<file path="src/rtl/dsram_arb_pkg.sv">
// ---------------------------------------------------------------------------
// dsram_arb_pkg
// Shared definitions for the data-SRAM arbiter: FSM state encoding, burst
// block geometry and a helper that forms wrapped burst beat addresses.
// Build option: DSRAM_ARB_RR_EN (used by arb2_sel / dsram_arb) selects
// round-robin instead of fixed p0 priority for IDLE conflicts.
// ---------------------------------------------------------------------------
package dsram_arb_pkg;

    typedef enum logic {
        ST_IDLE  = 1'b0,
        ST_BURST = 1'b1
    } state_e;

    // A burst walks the words of one aligned 32-byte block.
    localparam int BURST_BLK_WORDS = 8;
    localparam int BEAT_W          = $clog2(BURST_BLK_WORDS);

    // Word index inside the block for a given beat; wraps mod BURST_BLK_WORDS
    // because the result is only BEAT_W bits wide.
    function automatic logic [BEAT_W-1:0] beat_word(input logic [BEAT_W-1:0] start,
                                                    input logic [BEAT_W-1:0] beat);
        return start + beat;
    endfunction

endpackage

</file>
<file path="src/rtl/dsram_arb_arb2_sel.sv">
// ---------------------------------------------------------------------------
// arb2_sel
// Two-requester select used while the arbiter is in IDLE.
//   arb_en      : selection allowed this cycle (IDLE and not in reset)
//   req0, req1  : requests from p0 / p1
//   gnt0, gnt1  : one-hot (or zero) selection, combinational
// Build option DSRAM_ARB_RR_EN: round-robin, the last winner loses the next
// conflict; this variant adds clk/rst ports for its pointer. Without it p0
// has fixed priority and the block is purely combinational.
// ---------------------------------------------------------------------------
module arb2_sel (
`ifdef DSRAM_ARB_RR_EN
    input  logic clk,
    input  logic rst,
`endif
    input  logic arb_en,
    input  logic req0,
    input  logic req1,
    output logic gnt0,
    output logic gnt1
);

`ifdef DSRAM_ARB_RR_EN
    // favour1_q=1 means p1 wins the next conflict; reset favours p0.
    logic favour1_q;

    always_comb begin
        gnt0 = arb_en & req0 & ~(req1 & favour1_q);
        gnt1 = arb_en & req1 & ~(req0 & ~favour1_q);
    end

    always_ff @(posedge clk) begin
        if (rst) begin
            favour1_q <= 1'b0;
        end else if (gnt0) begin
            favour1_q <= 1'b1;
        end else if (gnt1) begin
            favour1_q <= 1'b0;
        end
    end
`else
    always_comb begin
        gnt0 = arb_en & req0;
        gnt1 = arb_en & req1 & ~req0;
    end
`endif

endmodule

</file>
<file path="src/rtl/dsram_arb.sv">
// ---------------------------------------------------------------------------
// dsram_arb
// Arbitrates one single-port data SRAM (1-cycle read latency) between the
// pipeline MEM stage (p0, single beats) and a secondary requester (p1, bursts
// of p1_len+1 beats wrapping inside an aligned 32-byte block).
// Ports:
//   clk, rst                         : clock, synchronous active-high reset
//   p0_req/wen/addr/wdata            : p0 request (wen==0 is a read)
//   p0_gnt/rvalid/rdata              : p0 grant (combinational), read return
//   p1_req/wen/addr/wdata/len        : p1 request, len = beats minus 1
//   p1_gnt/rvalid/rdata/done         : p1 grant, read return, last-beat pulse
//   data_sram_en/wen/addr/wdata/rdata: SRAM port
//   fsm_state                        : current FSM state (debug observation)
// Handshake: a request is accepted in the cycle where req and gnt are both
// high; the requester holds req (and its payload) until it sees gnt. Read
// data returns with rvalid exactly one cycle after the accepting cycle.
// Build option: DSRAM_ARB_RR_EN selects round-robin IDLE arbitration.
// ---------------------------------------------------------------------------
module dsram_arb
    import dsram_arb_pkg::*;
#(
    parameter int ADDR_W = 32
) (
    input  logic              clk,
    input  logic              rst,

    input  logic              p0_req,
    input  logic [3:0]        p0_wen,
    input  logic [ADDR_W-1:0] p0_addr,
    input  logic [31:0]       p0_wdata,
    output logic              p0_gnt,
    output logic              p0_rvalid,
    output logic [31:0]       p0_rdata,

    input  logic              p1_req,
    input  logic [3:0]        p1_wen,
    input  logic [ADDR_W-1:0] p1_addr,
    input  logic [31:0]       p1_wdata,
    input  logic [2:0]        p1_len,
    output logic              p1_gnt,
    output logic              p1_rvalid,
    output logic [31:0]       p1_rdata,
    output logic              p1_done,

    output logic              data_sram_en,
    output logic [3:0]        data_sram_wen,
    output logic [ADDR_W-1:0] data_sram_addr,
    output logic [31:0]       data_sram_wdata,
    input  logic [31:0]       data_sram_rdata,

    output state_e            fsm_state
);

    state_e             state_q, state_d;
    logic [BEAT_W-1:0]  cnt_q, cnt_d;
    logic [2:0]         len_q;
    logic [3:0]         wen_q;
    logic [ADDR_W-1:2]  base_q;        // burst base word address
    logic               load_burst;
    logic               sel0, sel1;
    logic               rd0_q, rd1_q;
    logic [BEAT_W-1:0]  beat_idx;
    logic [ADDR_W-1:0]  burst_addr;

    arb2_sel u_sel (
`ifdef DSRAM_ARB_RR_EN
        .clk    (clk),
        .rst    (rst),
`endif
        .arb_en (state_q == ST_IDLE && !rst),
        .req0   (p0_req),
        .req1   (p1_req),
        .gnt0   (sel0),
        .gnt1   (sel1)
    );

    // Beat address: base block, word index advanced by the beat count and
    // wrapped inside the block, byte offset forced to zero.
    always_comb begin
        beat_idx   = beat_word(base_q[4:2], cnt_q);
        burst_addr = {base_q[ADDR_W-1:5], beat_idx, 2'b00};
    end

    always_comb begin
        state_d         = state_q;
        cnt_d           = cnt_q;
        load_burst      = 1'b0;
        p0_gnt          = 1'b0;
        p1_gnt          = 1'b0;
        p1_done         = 1'b0;
        data_sram_en    = 1'b0;
        data_sram_wen   = 4'b0;
        data_sram_addr  = '0;
        data_sram_wdata = 32'b0;

        if (!rst) begin
            case (state_q)
                ST_IDLE: begin
                    if (sel0) begin
                        p0_gnt          = 1'b1;
                        data_sram_en    = 1'b1;
                        data_sram_wen   = p0_wen;
                        data_sram_addr  = p0_addr;
                        data_sram_wdata = p0_wdata;
                    end else if (sel1) begin
                        p1_gnt          = 1'b1;
                        data_sram_en    = 1'b1;
                        data_sram_wen   = p1_wen;
                        data_sram_addr  = p1_addr;
                        data_sram_wdata = p1_wdata;
                        if (p1_len == 3'd0) begin
                            p1_done = 1'b1;
                        end else begin
                            load_burst = 1'b1;
                            cnt_d      = BEAT_W'(1);
                            state_d    = ST_BURST;
                        end
                    end
                end
                ST_BURST: begin
                    // p1_req low stalls: no access and the counter holds.
                    if (p1_req) begin
                        p1_gnt          = 1'b1;
                        data_sram_en    = 1'b1;
                        data_sram_wen   = wen_q;
                        data_sram_addr  = burst_addr;
                        data_sram_wdata = p1_wdata;
                        if (cnt_q == len_q) begin
                            p1_done = 1'b1;
                            cnt_d   = '0;
                            state_d = ST_IDLE;
                        end else begin
                            cnt_d = cnt_q + BEAT_W'(1);
                        end
                    end
                end
                default: begin
                    state_d = ST_IDLE;
                    cnt_d   = '0;
                end
            endcase
        end
    end

    always_ff @(posedge clk) begin
        if (rst) begin
            state_q <= ST_IDLE;
            cnt_q   <= '0;
            len_q   <= 3'd0;
            wen_q   <= 4'b0;
            base_q  <= '0;
            rd0_q   <= 1'b0;
            rd1_q   <= 1'b0;
        end else begin
            state_q <= state_d;
            cnt_q   <= cnt_d;
            if (load_burst) begin
                len_q  <= p1_len;
                wen_q  <= p1_wen;
                base_q <= p1_addr[ADDR_W-1:2];
            end
            rd0_q <= p0_gnt && (data_sram_wen == 4'b0);
            rd1_q <= p1_gnt && (data_sram_wen == 4'b0);
        end
    end

    // Gating with rst drops a read that was in flight when reset arrived.
    always_comb begin
        p0_rvalid = rd0_q & ~rst;
        p1_rvalid = rd1_q & ~rst;
        p0_rdata  = p0_rvalid ? data_sram_rdata : 32'b0;
        p1_rdata  = p1_rvalid ? data_sram_rdata : 32'b0;
        fsm_state = state_q;
    end

endmodule

</file>
<file path="config.mk">
export PLATFORM = sky130hd
export DESIGN_NAME = dsram_arb
export DESIGN_NICKNAME = d
export VERILOG_FILES = /design/src/rtl/dsram_arb_pkg.sv /design/src/rtl/dsram_arb_arb2_sel.sv /design/src/rtl/dsram_arb.sv
export SDC_FILE = /design/constraint.sdc
export NUM_CORES = 1
export LEC_CHECK = 0
export ABC_AREA = 1
export CAP_MARGIN = 20
export CORE_MARGIN = 10
export CORE_UTILIZATION = 28
export DETAILED_ROUTE_END_ITERATION = 8
export GPL_TIMING_DRIVEN = 0
export PLACE_DENSITY = 0.77
export SLEW_MARGIN = 20
export SYNTH_ARGS = -nofsm -noshare
export SYNTH_HDL_FRONTEND = slang
export SYNTH_SLANG_ARGS = --single-unit
</file>
<file path="constraint.sdc">
create_clock -name clk -period 1.5 [get_ports clk]
set_input_delay 0.3 -clock clk [delete_from_list [all_inputs] [get_ports clk]]
set_output_delay 0.3 -clock clk [all_outputs]
set_load 0.01 [all_outputs]
</file>
## Word-level counts from Yosys, hierarchy flattened

Cells that the tools add are included.

| word-level totals | value |
|---|---|
| bits of input ports | 175 |
| logic and storage cells | 78 |
| register bits | 43 |
| output and inout port bits | 139 |

| operators by class | value |
|---|---|
| reductions and logical operators | 7 |
| mux-type cells | 49 |
| eq/ne operators | 5 |
| bitwise logic cells | 8 |
| $add $sub $neg | 2 |

Operators with widths:

| operator | count |
|---|---|
| 2-to-1 mux 32 bit | 10 |
| case mux 32 bit (2 select lines) | 2 |
| 2-to-1 mux 1 bit | 22 |
| 2-to-1 mux 4 bit | 4 |
| 2-to-1 mux 3 bit | 5 |
| != test 2 bit (second input constant) | 4 |
| case mux 1 bit (2 select lines) | 4 |
| case mux 4 bit (2 select lines) | 1 |
| case mux 3 bit (2 select lines) | 1 |
| AND 1 bit | 5 |
| zero test 4 bit | 1 |
| AND reduction 4 bit | 1 |
| adder 3 x 1 -> 3 bit (second input constant) | 1 |
| adder 3 bit | 1 |
| equality test 3 bit | 1 |
| logical AND 1 bit | 3 |
| zero test 3 bit | 1 |
| NOT 1 bit | 3 |
| zero test 1 bit | 1 |

## Depth between registers and ports, before layout

| logic depth | value |
|---|---|
| depth after elaboration | 10 |
| gate-level depth with buffers | 9 |
| gate-level depth less buffers | 9 |

## Modules after synthesis

Synthesis repeated with hierarchy kept, for this count alone.

| unflattened totals | value |
|---|---|
| cell total of the unflattened synthesis | 592 |
| area, all modules | 3482.1 µm² |

By module, submodules not included:

| module | area each (µm²) | cells each | times used | seq. area each (µm²) |
|---|---|---|---|---|
| dsram_arb | 3464.6 | 588 | 1 | 860.8 |
| arb2_sel | 17.5 | 4 | 1 | 0.0 |

## Worst setup path after synthesis

No wires, ideal clock.

| timing path | value |
|---|---|
| path kind | reg-to-output |
| start | register state_q (netlist: fsm_state) |
| end | output port data_sram_addr[12] |
| buffers on the path | 4 |
| stages on the path, launching flop included | 10 |
| arrival time | 1.373 ns |
| required time | 1.200 ns |
| slack | -0.173 ns |
| path through | dfxtp_1 -> buf_6 -> nor2_4 -> buf_6 -> nand2_2 -> inv_2 -> buf_6 -> buf_6 -> a21oi_2 -> a21oi_1 |

| on the way | value |
|---|---|
| word-level cells in the longest chain between the ends | 8 |
| elaborated cells between the ends (all ways) | 9 |
| classes of those cells | mux (4); bitwise (4); reduce/logical (1) |

Ends and longest elaborated chain:

| element | line | RTL |
|---|---|---|
| from (decl) | dsram_arb.sv:54 | `state_e state_q, state_d;` |
| from (signal assigned) | dsram_arb.sv:155 | `state_q <= state_d;` |
| NOT 1 bit | - |  |
| logical AND 1 bit | dsram_arb.sv:70 | `.arb_en (state_q == ST_IDLE && !rst),` |
| AND 1 bit (2 in series) | dsram_arb_arb2_sel.sv:44 | `gnt1 = arb_en & req1 & ~req0;` |
| 2-to-1 mux 32 bit | dsram_arb.sv:105 | `end else if (sel1) begin` |
| 2-to-1 mux 32 bit | dsram_arb.sv:99 | `if (sel0) begin` |
| case mux 32 bit (2 select lines) (*) | dsram_arb.sv:97 | `case (state_q)` |
| 2-to-1 mux 32 bit (*) | dsram_arb.sv:96 | `if (!rst) begin` |
| to (decl) | dsram_arb.sv:47 | `output logic [ADDR_W-1:0] data_sram_addr,` |

Every way passes the cells marked *; elsewhere a longest branch is shown, timed or not.

## Final worst setup path

| timing path | value |
|---|---|
| start | register state_q (netlist: fsm_state) |
| end | output port data_sram_addr[30] |

The elaborated chain is that of the path after synthesis.

==> summary.txt <==
Logic synthesis
  – Synthesis warning total: 0
  – Register bit total from synthesis: 43
  – Top-count cell post-synth: nand2_1
  – Largest cells by area after synthesis: dfxtp_1 (25%), nand2_1 (13%), nor2_1 (12%), a21oi_1 (12%), a22oi_1 (7.0%)
  – Distinct cell type count after synthesis: 30
  – Post-Syn Nets: ~750
  – Mapped Area: 0.00342 mm^2
  – Synth area leader: dfxtp_1
  – Post-Synthesis Cells: 576
  – Post-synth ARST share: 0
  – Commonest cells post-synth: nand2_1 (123), nor2_1 (111), a21oi_1 (82)
  – Post-synthesis sequential area ratio: 0.251
  – Prevailing post-synth register cell: dfxtp_1
  – EDFF count, synth: 0
  – Synth top area share: 0.251
  – Avg Cell Area, Syn: 5.94 um^2

Routing
  – Via density: 4.96
  – Vias: 5462
  – DRC violations left: 0
  – Routed WL: between 20000 and 25000 um
  – Initial DRC Count: ~240
  – TritonRoute pass-1 iters: 5
  – DRT antenna net count: 0
  – DR WL/cell: ~20 um

Timing
  – Max-slew violations: 0
  – Final setup fails: 125
  – Worst Hold Margin: slightly below 0.4 ns
  – Maximum clock frequency: 468 MHz
  – Clock Skews: 0.00650 ns
  – Fin. Hold Viols: 0
  – RSZ-0062 raised after global routing: yes
  – Final worst slack: -0.638 ns
  – Slew headroom: 0.574
  – Setup TNS: -42.40 ns
  – Minimum clock period: 2.14 ns
  – Worst slew pin tran: roughly 0.64 ns
  – Tcrit/Tclk final: 1.43

Clock tree
  – TritonCTS Buffers: 5
  – Clock Path Buffers: 2
  – Reg clk slew, reported paths: roughly 0.060 ns
  – CTS H-Tree Depth: 2
  – Root buffer selected by CTS: clkbuf_16
  – Clk Latency, worst-skew pair: approximately 0.28 ns
  – CTS tree: done
  – Clk sink count: 43

GRT
  – First-pass GRT wire length: 30100 um
  – M2 GR Usage: 0.401
  – GR Util All Layers: 0.224
  – Initial antenna violation count: 0
  – Total global routing overflow: 0
  – Met3 Usage GRT: 0.0653
  – Largest net degree at the start of global routing: 13
  – Grt met1 use: 0.252
  – Top Usage Layer GRT: met2
  – Vias in the first global route: 5367

Status
  – Violated checks: setup timing
  – Status: finished with violations

Critical path
  – Critical path cell sequence: buf_6 > nor2_4 > buf_6 > nand2_8 > inv_8 > buf_12 > buf_12 > buf_16 > a21oi_2 > a21oi_2 > buf_2
  – Crit path max-delay cell type: dfxtp_2
  – CP top delay family: buffers and inverters
  – Setup crit start kind: flip-flop
  – Critical path peak fanout: 6
  – Critical Path RT: 1.20 ns
  – WS Path Type: reg -> out
  – CP Data Arrival Time: 1.84 ns
  – Crit-path max cell delay: 0.32 ns
  – Buf+Inv Stages, Crit Path: 7
  – Crit. End Element: output port

Final layout
  – Post-Route Utilization: 0.663
  – Fin nets: 1132
  – Post-route cell area: 0.00797 mm^2
  – Ant diodes: 0
  – Synth-to-Final Area Change: 133%
  – Share of layout cells above drive strength 1: 0.425

Placed design
  – Routability Congestion: 0.901
  – Buffers on Ports: 313
  – Placement Cell Area: 0.00696 mm^2
  – HPWL after detailed placement: 16200 um
  – Pre-CTS WS: -1.43 ns

Power and ir drop
  – Leakage: 3.58 nW
  – PD cells: 557 mW/mm^2
  – Peak supply drop: 661 uV

Floorplan
  – IO Pins: 314
  – Die ar.: 0.0170 mm^2
  – Initial Util: 0.285
  – Die W: 131 um
  – Die height: around 130 um
  – Core ar.: roughly 0.012 mm^2
  – Site Rows: 40

Job
  – MaxCap Viol Count: 0

Min path
  – Hold Crit Class: in -> reg
==> worst min-delay path, cell delays in order <==
cell and delay [ns]:
clkbuf_2 0.16, nand4_1 0.11, a21oi_1 0.06
==> cell families after synthesis <==
family                   Yosys count  synth area share
flip-flops                        43             0.251
AO/OA/AOI/OAI                    164             0.284
AND/OR/NAND/NOR                  263             0.307
adder cells (fa/ha/maj)            3            0.0132
XOR/XNOR                           4            0.0102
buffers and inverters             99             0.134
==> routing by layer <==
metal / vias up / wire length, um
met4: 0 / 581
met3: 42 / 1810
met2: 264 / 11100
met1: 2514 / 8200
li1: 2642 / -
met5: - / 0
==> layout make-up <==
class / count / area (um^2)
buffer: 41 / 470
clock buffer: 6 / 129
clock inverter: 1 / 30.0
fill: 1037 / 4050
inverter: 54 / 238
multi-input combinational: 434 / 2740
sequential: 43 / 871
tap: 147 / 184
timing repair buffer: 375 / 3310
==> through the flow <==
stage / std cells / power (W)
2_1_floorplan: 576 / 0.00192
3_5_place_dp: 1036 / 0.00290
3_3_place_gp: 1036 / 0.00289
5_1_grt: 1101 / 0.00461
4_1_cts: 1095 / 0.00429
6_report: 1101 / 0.00444
==> path summary, 6_finish.rpt <==
path	slack (ns)	from	endpoint	cells past startpoint
worst max-delay path	-0.64	fsm_state	data_sram_addr[30]	11
worst min-delay path	0.39	p1_req	cnt_q[1]	3
worst max register to register	-0.23	fsm_state	rd0_q	13
worst min register to register	0.46	base_q[9]	base_q[9]	2
==> what timing repair did <==
item / in CTS / in global routing
setup endpoints to repair: 181 / 176
hold buffers: 0 / 0
gates cloned: 8 / 2
pin swaps: 23 / 36
buffers inserted: 45 / 11
resized for setup: 661 / 152
==> power breakdown <==
group          switching [W]  internal (W)  total (W)
clock network       0.000438      0.000777    0.00122
logic               0.000932       0.00108    0.00201
registers          0.0000228       0.00118    0.00121
==> flip-flops by register name, indices dropped and copies added, names as in the netlist <==
signal	flops
len_q	3
rd1_q	1
rd0_q	1
fsm_state	1
base_q	30
cnt_q	3
wen_q	4
==> cells in the final DEF (no fill, tap or decap), types with 11 or more instances in the layout <==
| cell type | count |
|---|---|
| nor2_1 | 88 |
| nor2_2 | 11 |
| o21ai_0 | 26 |
| inv_1 | 41 |
| buf_2 | 101 |
| dfxtp_1 | 37 |
| nor2_4 | 15 |
| buf_4 | 34 |
| buf_6 | 54 |
| a21oi_1 | 35 |
| a22oi_2 | 23 |
| clkbuf_2 | 19 |
| nand2_1 | 112 |
| a21oi_2 | 57 |
| clkdlybuf4s50_1 | 170 |
(Power assumes the default switching activity.)
